## src/rtl/tuner_phy_pkg.sv

```systemverilog
// tuner_phy_pkg: shared types for the tuner PHY access arbiter
package tuner_phy_pkg;
  typedef enum logic [1:0] {
    ARB_CTRL_INIT   = 2'd0,
    ARB_CTRL_TUNE   = 2'd1,
    ARB_CTRL_SYNC   = 2'd2,
    ARB_CTRL_COMMIT = 2'd3
  } tuner_phy_ctrl_arb_state_e;
  typedef enum logic {
    CH_SEARCH = 1'b0,
    CH_LOCK   = 1'b1
  } tuner_ctrl_ch_e;
  typedef enum logic {
    ERROR_NONE    = 1'b0,
    ERROR_TIMEOUT = 1'b1
  } tuner_phy_error_state_e;
endpackage

```

## src/rtl/tuner_phy_rr_arb2.sv

```systemverilog
// tuner_phy_rr_arb2: two-way round-robin selector remembering the last grant
module tuner_phy_rr_arb2
  import tuner_phy_pkg::*;
(
  input  logic           clk,
  input  logic           rst_n,
  input  logic [1:0]     req_i,
  input  logic           load_i,
  output tuner_ctrl_ch_e sel_o
);
  tuner_ctrl_ch_e last_q;
  // a lone requester wins; on a tie the channel not granted last time wins
  always_comb sel_o = (&req_i) ? ((last_q == CH_LOCK) ? CH_SEARCH : CH_LOCK)
                               : (req_i[1] ? CH_LOCK : CH_SEARCH);
  // last grant starts at lock so search wins the first tie
  always_ff @(posedge clk or negedge rst_n)
    if (!rst_n) last_q <= CH_LOCK;
    else if (load_i) last_q <= sel_o;
endmodule

```

## src/rtl/tuner_phy_ctrl_arb.sv

```systemverilog
// tuner_phy_ctrl_arb: grants tuner DAC/ADC access to search or lock controller
module tuner_phy_ctrl_arb
  import tuner_phy_pkg::*;
#(
  parameter int DAC_WIDTH      = 8,
  parameter int ADC_WIDTH      = 8,
  parameter int SETTLE_CYCLES  = 4,
  parameter int TIMEOUT_CYCLES = 64
) (
  input  logic                 clk,
  input  logic                 rst_n,
  input  logic [1:0]           ch_req,
  input  logic [DAC_WIDTH-1:0] ch_code_search,
  input  logic [DAC_WIDTH-1:0] ch_code_lock,
  output logic [1:0]           ch_gnt,
  output logic [1:0]           ch_pwr_valid,
  output logic [ADC_WIDTH-1:0] ch_pwr,
  output logic [1:0]           ch_err,
  output logic [DAC_WIDTH-1:0] dac_code,
  output logic                 dac_valid,
  input  logic                 adc_valid,
  input  logic [ADC_WIDTH-1:0] adc_data,
  output logic                 busy,
  output logic [1:0]           arb_state
);
  localparam int SW = (SETTLE_CYCLES > 0) ? $clog2(SETTLE_CYCLES + 1) : 1;
  localparam int TW = $clog2(TIMEOUT_CYCLES + 1);

  tuner_phy_ctrl_arb_state_e state_q, state_d;
  tuner_ctrl_ch_e            ch_q, ch_d, sel;
  tuner_phy_error_state_e    err_q, err_d;
  logic [SW-1:0]             settle_q, settle_d;
  logic [TW-1:0]             to_q, to_d;
  logic [DAC_WIDTH-1:0]      dac_code_q, dac_code_d;
  logic [ADC_WIDTH-1:0]      pwr_q, pwr_d;
  logic                      load;
  logic [1:0]                ch_oh;

  tuner_phy_rr_arb2 u_rr (
    .clk    (clk),
    .rst_n  (rst_n),
    .req_i  (ch_req),
    .load_i (load),
    .sel_o  (sel)
  );

  // next state: grant, settle, sample-or-timeout, commit
  always_comb begin
    state_d    = state_q;
    ch_d       = ch_q;
    err_d      = err_q;
    settle_d   = settle_q;
    to_d       = to_q;
    dac_code_d = dac_code_q;
    pwr_d      = pwr_q;
    load       = 1'b0;
    case (state_q)
      ARB_CTRL_INIT: if (|ch_req) begin
        load       = 1'b1;
        ch_d       = sel;
        dac_code_d = (sel == CH_LOCK) ? ch_code_lock : ch_code_search;
        state_d    = ARB_CTRL_TUNE;
      end
      ARB_CTRL_TUNE: begin
        settle_d = SW'(SETTLE_CYCLES);
        state_d  = ARB_CTRL_SYNC;
      end
      ARB_CTRL_SYNC: if (settle_q != '0) settle_d = settle_q - SW'(1);
      else if (adc_valid) begin
        pwr_d   = adc_data;
        state_d = ARB_CTRL_COMMIT;
      end else begin
        to_d = to_q + TW'(1);
        if (to_d == TW'(TIMEOUT_CYCLES)) begin
          pwr_d   = '0;
          err_d   = ERROR_TIMEOUT;
          state_d = ARB_CTRL_COMMIT;
        end
      end
      default: begin
        settle_d = '0;
        to_d     = '0;
        err_d    = ERROR_NONE;
        state_d  = ARB_CTRL_INIT;
      end
    endcase
  end

  // state and datapath registers; reset aborts any transaction in flight
  always_ff @(posedge clk or negedge rst_n)
    if (!rst_n) begin
      state_q    <= ARB_CTRL_INIT;
      ch_q       <= CH_SEARCH;
      err_q      <= ERROR_NONE;
      settle_q   <= '0;
      to_q       <= '0;
      dac_code_q <= '0;
      pwr_q      <= '0;
    end else begin
      state_q    <= state_d;
      ch_q       <= ch_d;
      err_q      <= err_d;
      settle_q   <= settle_d;
      to_q       <= to_d;
      dac_code_q <= dac_code_d;
      pwr_q      <= pwr_d;
    end

  assign ch_oh        = (ch_q == CH_LOCK) ? 2'b10 : 2'b01;
  assign ch_gnt       = (state_q == ARB_CTRL_TUNE) ? ch_oh : 2'b00;
  assign dac_valid    = state_q == ARB_CTRL_TUNE;
  assign ch_pwr_valid = (state_q == ARB_CTRL_COMMIT) ? ch_oh : 2'b00;
  assign ch_err       = (state_q == ARB_CTRL_COMMIT && err_q == ERROR_TIMEOUT) ? ch_oh : 2'b00;
  assign ch_pwr       = pwr_q;
  assign dac_code     = dac_code_q;
  assign busy         = state_q != ARB_CTRL_INIT;
  assign arb_state    = state_q;

  assert property (@(posedge clk) disable iff (!rst_n)
    $onehot0(ch_gnt) && $onehot0(ch_pwr_valid) && $onehot0(ch_err));
endmodule

```

## config.mk

```make
export PLATFORM = sky130hd
export DESIGN_NAME = tuner_phy_ctrl_arb
export DESIGN_NICKNAME = d
export VERILOG_FILES = /design/src/rtl/tuner_phy_pkg.sv /design/src/rtl/tuner_phy_rr_arb2.sv /design/src/rtl/tuner_phy_ctrl_arb.sv
export SDC_FILE = /design/constraint.sdc
export NUM_CORES = 1
export LEC_CHECK = 0
export CORE_MARGIN = 1.5
export CORE_UTILIZATION = 43
export CTS_CLUSTER_DIAMETER = 40
export CTS_CLUSTER_SIZE = 16
export DETAILED_ROUTE_END_ITERATION = 10
export PLACE_DENSITY = 0.81
export SLEW_MARGIN = 20
export SYNTH_ARGS = -nofsm -noshare
export SYNTH_HDL_FRONTEND = slang
export SYNTH_SLANG_ARGS = --single-unit
```

## constraint.sdc

```tcl
create_clock -name clk -period 2.8 [get_ports clk]
set_input_delay 0.42 -clock clk [delete_from_list [all_inputs] [get_ports clk]]
set_output_delay 0.42 -clock clk [all_outputs]
set_load 0.05 [all_outputs]
```

# Word-level counts from Yosys, hierarchy flattened
# Index checks and enable logic that the tools add are counted.
[op_classes]
mul = 0
eq_ne = 10
reduce_logical = 14
bitwise_logic = 3
shifts = 0
div_mod_pow = 0
n_lt_le_gt_ge = 0
mux = 26
n_addsub = 2
[ops]
columns = ["op", "count"]
rows = [
  ["$mux 8", 3],
  ["$mux 2", 8],
  ["$mux 7", 2],
  ["$pmux 7 s2", 1],
  ["$ne 2x2->1 const B", 5],
  ["$pmux 3 s3", 1],
  ["$reduce_and 3->1", 3],
  ["$mux 1", 8],
  ["$add 7x1->7 const B", 1],
  ["$eq 7x7->1 const B", 1],
  ["$pmux 2 s3", 1],
  ["$reduce_and 2->1", 3],
  ["$eq 2x2->1 const B", 2],
  ["$reduce_and 4->1", 1],
  ["$reduce_bool 2->1", 2],
  ["$reduce_or 2->1", 2],
  ["$mux 3", 1],
  ["$ne 3x3->1 const B", 1],
  ["$not 1->1", 3],
  ["$reduce_bool 3->1", 1],
  ["$sub 3x1->3 const B", 1],
  ["$eq 2x1->1 const B", 1],
  ["$logic_not 2->1", 1],
  ["$pmux 1 s2", 1],
  ["$logic_and 1x1->1", 1],
]
[word_totals]
register_bits = 31
n_memories = 0
in_bits = 29
latchBits = 0
rom_bits = 0
ramBits = 0

# Longest topological paths before layout
# Gate-level depths: netlist of the first run.
[logic_depth]
word_depth = 6
ltp_mapped = 8

# Hierarchy
# A second synthesis of the first run with hierarchy kept.
[unflattened]
hier_cells = 158
hier_area_um2 = 1610.3
[by_module_without_submodules]
columns = ["module", "cells_each", "area_per_inst_um2", "seq_area_each_um2", "instances"]
rows = [
  ["tuner_phy_ctrl_arb", 155, 1557.7, 750.7, 1],
  ["tuner_phy_rr_arb2", 3, 52.6, 26.3, 1],
]

# Least setup slack after synthesis of the first run
# No wires, ideal clock.
[synth_path]
path_type = "flip-flop to output port"
from = "register state_q[0], in the netlist arb_state[0]"
to = "output port ch_gnt[0]"
required_ps = 2380
path_stages_with_launch = 3
path_slack_ps = 271
arrival_ps = 2109
cell_sequence = "dfrtp_1 ha_1 nor2b_1"
[synth_via]
elab_chain_len = 2
[synth_lines]
columns = ["item", "line_no", "text"]
rows = [
  ["start, declared", "tuner_phy_ctrl_arb.sv:29", "tuner_phy_ctrl_arb_state_e state_q, state_d;"],
  ["start signal, assigned", "tuner_phy_ctrl_arb.sv:100", "state_q <= state_d;"],
  ["$eq 2x1->1", "-", ""],
  ["net dac_valid", "tuner_phy_ctrl_arb.sv:20", "output logic dac_valid,"],
  ["$mux 2", "tuner_phy_ctrl_arb.sv:110", "assign ch_gnt = (state_q == ARB_CTRL_TUNE) ? ch_oh : 2'b00;"],
  ["end, declared", "tuner_phy_ctrl_arb.sv:15", "output logic [1:0] ch_gnt,"],
]
# The timed path passes the listed nets, and every way through them passes these cells.

# Worst setup path in the final report of the first run
[layout_path]
from = "register state_q[0], in the netlist arb_state[0]"
to = "output port busy"
[layout_via]
elab_chain_len = 1
[layout_lines]
columns = ["item", "line_no", "text"]
rows = [
  ["$reduce_bool 2->1", "tuner_phy_ctrl_arb.sv:116", "assign busy = state_q != ARB_CTRL_INIT;"],
  ["end, declared", "tuner_phy_ctrl_arb.sv:23", "output logic busy,"],
]
# Every way passes these cells.

==> results of run 1 <==
==> layout make-up <==
cell class	instances	area, um2
fill	315	1310
timing repair buffer	59	578
clock buffer	7	86.3
inverter	6	22.5
sequential	31	777
multi-input combinational	118	822
clock inverter	1	5.00
tap	48	60.1
==> Yosys cell counts, drive strengths merged (3+ instances only) <==
master and number:
a21oi 8, a22o 12, and2 3, clkbuf 3, dfrtp 30, ha 7
inv 6, mux2i 8, nand2 17, nor2 9, nor2b 5, o21ai 19
==> state kept, by name, indices dropped and copies added (netlist names) <==
name,cells
dac_code,8
ch_q,1
to_q,7
err_q,1
ch_pwr,8
arb_state,2
u_rr.last_q,1
settle_q,3
==> power breakdown <==
group	internal, mW	leakage, nW	switching [mW]
registers	0.616	0.397	0.115
clock network	0.198	0.0482	0.160
logic	0.586	0.580	0.992
==> worst max-delay path: stages (launching register included) <==
cell and delay, ns:
dfrtp_1 0.41, inv_1 0.10, ha_1 0.33, inv_1 0.20, clkdlybuf4s50_1 0.83
==> path summary, 6_finish.rpt <==
kind | startpoint | to | slack (ns) | cells past startpoint
setup reg to reg | to_q[0] | ch_pwr[0] | 0.54 | 6
setup / recovery | arb_state[0] | busy | 0.24 | 4
min in group asynchronous | rst_n | to_q[3] | 0.54 | 2
hold / removal | dac_code[3] | dac_code[3] | 0.48 | 2
max in group asynchronous | rst_n | u_rr.last_q | 1.94 | 2
hold reg to reg | dac_code[3] | dac_code[3] | 0.48 | 2
==> through the flow <==
stage               utilization  setup slack [ns]  std cells
floorplan                     -             0.271        160
global route              0.642            0.0941        270
finish                    0.642             0.239        270
CTS                       0.642             0.234        270
global placement          0.617             0.564        262
detailed placement        0.617             0.539        262
==> per-layer routing <==
layer,GRT usage,vias up
met5,0,-
met4,0.0559,0
met3,0.0573,2
met2,0.317,43
met1,0.264,648
li1,-,707
==> kinds of logic after synthesis <==
| family | after synthesis | share of synthesized area |
|---|---|---|
| muxes | 9 | 0.0580 |
| DFF | 31 | 0.474 |
| and+or+nand+nor | 48 | 0.149 |
| xor gates and xnor gates | 3 | 0.0160 |
| AOI/OAI and AO/OA | 51 | 0.225 |
| buffers and inverters | 11 | 0.0252 |
| adders and majority gates | 7 | 0.0534 |
==> metrics.txt, run 1 <==
Worst Setup End Kind output port; # setup viols final 0; first-pass GRT wire length 6430 um; finished layout cell area 0.00235 mm2; Synth Instances 160; Crit Path Class reg2out; RSZ-0062 raised after global routing false; PwrDens 1130 mW/mm2; Most used DFF post-synth dfrtp_1; WP data arrival 2.14 ns; Tcrit/Tclk final 0.915; Netlist Area Pre-Place 0.00164 mm2; DR WL/cell 13.7 um; met2 wire length 1750 um; final wirelength 3700 um; Final min period 2.56 ns; maximum number of pins on one net before global-route repair 32; peak supply drop 0.725 mV; CTS tree built; die area 0.00419 mm2; clk buf depth 2; Via density 5.19; initial antenna violation count 0; Min Hold Slack 0.480 ns; Antenna diodes 0; Leak Pwr 1.03 nW; layout cells sized above 1 0.0901; WP data required 2.38 ns; DRC viols 0; Routability Congestion 0.846; Post-CTS Setup Repair Bufs 0; number of synthesized register bits 31; Row Count 22; Worst-Margin Slew 0.526 ns; worst-path fanout max 11; DR iter-0 viols 105; Post-synth EDFFs 0; Synth-to-Final Area Change 43.3%; Hold WC Path Type reg2reg; post-synthesis sequential area ratio 0.474; Fin. Hold Viols 0; clk sinks 31; Setup TNS Final 0 ns; asr flop ratio synth 1.00; chip height 64.8 um; fin nets 257; nature of the critical path startpoint register; routed length on met3 240 um; leading cell type in the layout, fill and taps excluded clkdlybuf4s50_1; max-slew violations 0; Syn Area/Cell 10.3 um2; clock slew at reported path FFs 0.06 ns; dpl hpwl 2730 um; CTS root buffer clkbuf_8; Synthesis Warnings 0; Initial Util 0.448; First-pass DRT Iterations 4; Worst-Skew Late Latency 0.28 ns; core box area 0.00366 mm2; Final ANT Viol Nets 0; Mapped Nets 196; total global routing overflow 0; Vias 1400; status finished clean; Hold-fix buffers, CTS 0; total power 2.67 mW; top cell type's share of synthesized area 0.458; # H-tree levels 2; Top Layer Used met4; M1 wire length 1690 um; Buffers on Ports 54; placed cell areas 0.00226 mm2; IO Count 55; Total GRT Usage 0.199; Distinct cells, synth 38; Slew HR 0.648; Die W 64.8 um; clock buffer count from CTS 5; post-synth top area cell dfrtp_1; max-cap violations 0; fmax 391 MHz; CTS resizes 0; vias in the first global route 1386; Synth area leaders dfrtp_1, a22o_1, o21ai_0; commonest cells after routing, fill and taps aside clkdlybuf4s50_1, dfrtp_1, o21ai_0; Clock Skew 0.00360 ns
Power figures use the tool's default switching activity.
==> run 2, diff against run 1 <==
Clock period 2.8 ns to 3.2 ns, I/O delays scaled along.
==> run 2 against run 1 <==
Critical path type unchanged. Wire length increased by 0.92%. Clock power decreased by 20%. Non-clock buffer count decreased by 2. Global-route usage increased by 0.26 points. Die area unchanged. Via count increased by 0.14%. Clock-buffer cell count unchanged. Sequential share of layout area increased by 0.36 points. Core utilization decreased by 0.68 points. Combinational power decreased by 13%. Largest cell class unchanged. Cell count decreased by 0.74%.
==> metrics.txt, run 2 (synthesized netlist as in run 1, its figures left out) <==
Worst Setup End Kind output port; Setup TNS Final 0 ns (unchanged); Worst-Skew Late Latency 0.28 ns (about the same); commonest cells after routing, fill and taps aside clkdlybuf4s50_1, dfrtp_1, o21ai_0; worst r2r src to_q[0]; WP data required 2.72 ns (+0.34 ns); Initial Util 0.448 (unchanged); Hold WC Path Type reg2reg; CTS tree built; Routability Congestion 0.835 (-1.3%); fmax 377 MHz; Leak Pwr 1.01 nW (-1.6%); RSZ-0062 raised after global routing false; Fin. Hold Viols 0 (unchanged); combinational share of power 0.596 (+0.004); Die W 64.8 um (unchanged); Final min period 2.65 ns; DR iter-0 viols 84 (-20%); # setup viols final 0 (unchanged); leading cell type in the layout, fill and taps excluded clkdlybuf4s50_1; finished layout cell area 0.00233 mm2 (-1.1%); clk buf depth 2 (unchanged); first-pass GRT wire length 6530 um (+1.6%); Slew HR 0.503 (-0.145); part of the power in registers 0.279 (+0.005); initial antenna violation count 0 (unchanged); Clock Skew 0.00673 ns (+0.00313 ns); peak supply drop 0.486 mV (-33%); Worst-Margin Slew 0.739 ns (+0.213 ns); First-pass DRT Iterations 5 (+1); CTS root buffer clkbuf_8; die area 0.00419 mm2 (unchanged); Total GRT Usage 0.202 (+0.00260); Synth-to-Final Area Change 41.8%; # H-tree levels 2 (unchanged); Tcrit/Tclk final 0.830; vias in the first global route 1387 (+0.072%); Buffers on Ports 54 (unchanged); total global routing overflow 0 (unchanged); max-slew violations 0 (unchanged); Final ANT Viol Nets 0 (unchanged); CTS resizes 0 (unchanged); max-cap violations 0 (unchanged); Via density 5.23 (+0.89%); Worst Setup SP arb_state[0]; clk sinks 31 (unchanged); Row Count 22 (unchanged); Switching Power 1.11 mW (-12%); fin nets 255 (-0.78%); sw frac 0.481 (+0.00619); dpl hpwl 2700 um (-1.1%); WP data arrival 2.17 ns (+0.03 ns); chip height 64.8 um (unchanged); Clk pwr share 0.124 (-0.010); clock buffer count from CTS 5 (unchanged); Hold-fix buffers, CTS 0 (unchanged); DRC viols 0 (unchanged); core box area 0.00366 mm2 (unchanged); final wirelength 3730 um (+0.92%); Layout fillers 312 (-0.95%); Vias 1402 (+0.14%); Post-CTS Setup Repair Bufs 0 (unchanged); PwrDens 993 mW/mm2 (-12%); nature of the critical path startpoint register; placed cell areas 0.00224 mm2 (-0.66%); DR WL/cell 13.9 um (+1.7%); clock slew at reported path FFs 0.06 ns (about the same); status finished clean; r2r setup slk 0.90 ns (+0.36 ns); Cell Int Power 1.20 mW (-14%); Crit Path Class reg2out; worst-path fanout max 11 (unchanged); IO Count 55 (unchanged); Hold Path Origin dac_code[6]; Antenna diodes 0 (unchanged); layout cells sized above 1 0.0773 (-0.0128); maximum number of pins on one net before global-route repair 32 (unchanged)
-- run 2: critical path, cell delays in order (launching register included) --
cell             delay (ns)
dfrtp_1                0.41
inv_1                  0.10
ha_1                   0.34
inv_1                  0.21
clkdlybuf4s50_1        0.84
-- run 2: metal layers --
layer  part of all wire  vias to the layer above  global-route usage
met5                  0                        -                   0
met4             0.0099                        0              0.0718
met3              0.057                        4              0.0556
met2               0.48                       41               0.311
met1               0.45                      665               0.272
li1                   -                      692                   -
-- run 2: path summary, 6_finish.rpt --
| check | endpoint | cells past startpoint |
|---|---|---|
| max | busy | 4 |
| min | dac_code[6] | 2 |
| max reg2reg | arb_state[1] | 6 |
| min reg2reg | dac_code[6] | 2 |
| max in group asynchronous | u_rr.last_q | 2 |
| min in group asynchronous | to_q[4] | 2 |
-- run 2: power by group through the flow --
stage | Clock (mW) | Combinational, mW | Sequential, mW
floorplan | 0 | 0.576 | 1.01
global route | 0.320 | 1.48 | 0.668
detailed placement | 0 | 1.38 | 0.648
finish | 0.287 | 1.38 | 0.645
CTS | 0.300 | 1.39 | 0.645
global placement | 0 | 1.36 | 0.643
-- run 2: through the flow --
stage	worst slack [ns]	cells	util	total power, mW	hold WS, ns
global route	0.410	268	0.635	2.46	0.511
global placement	0.907	260	0.613	2.00	0.460
CTS	0.549	268	0.635	2.33	0.484
detailed placement	0.863	260	0.613	2.03	0.469
finish	0.545	268	0.635	2.31	0.479
floorplan	0.611	160	-	1.58	0.184
-- run 2: cell type report --
cell class / instances / area, um2 / share of cell area
clock inverters: 1 / 5.00 / 0.00215
multi-input cells: 118 / 822 / 0.353
clock buffers: 7 / 76.3 / 0.0328
well taps: 48 / 60.1 / 0.0258
repair buffers: 57 / 563 / 0.242
inverters: 6 / 22.5 / 0.00968
flip-flops and latches: 31 / 777 / 0.334
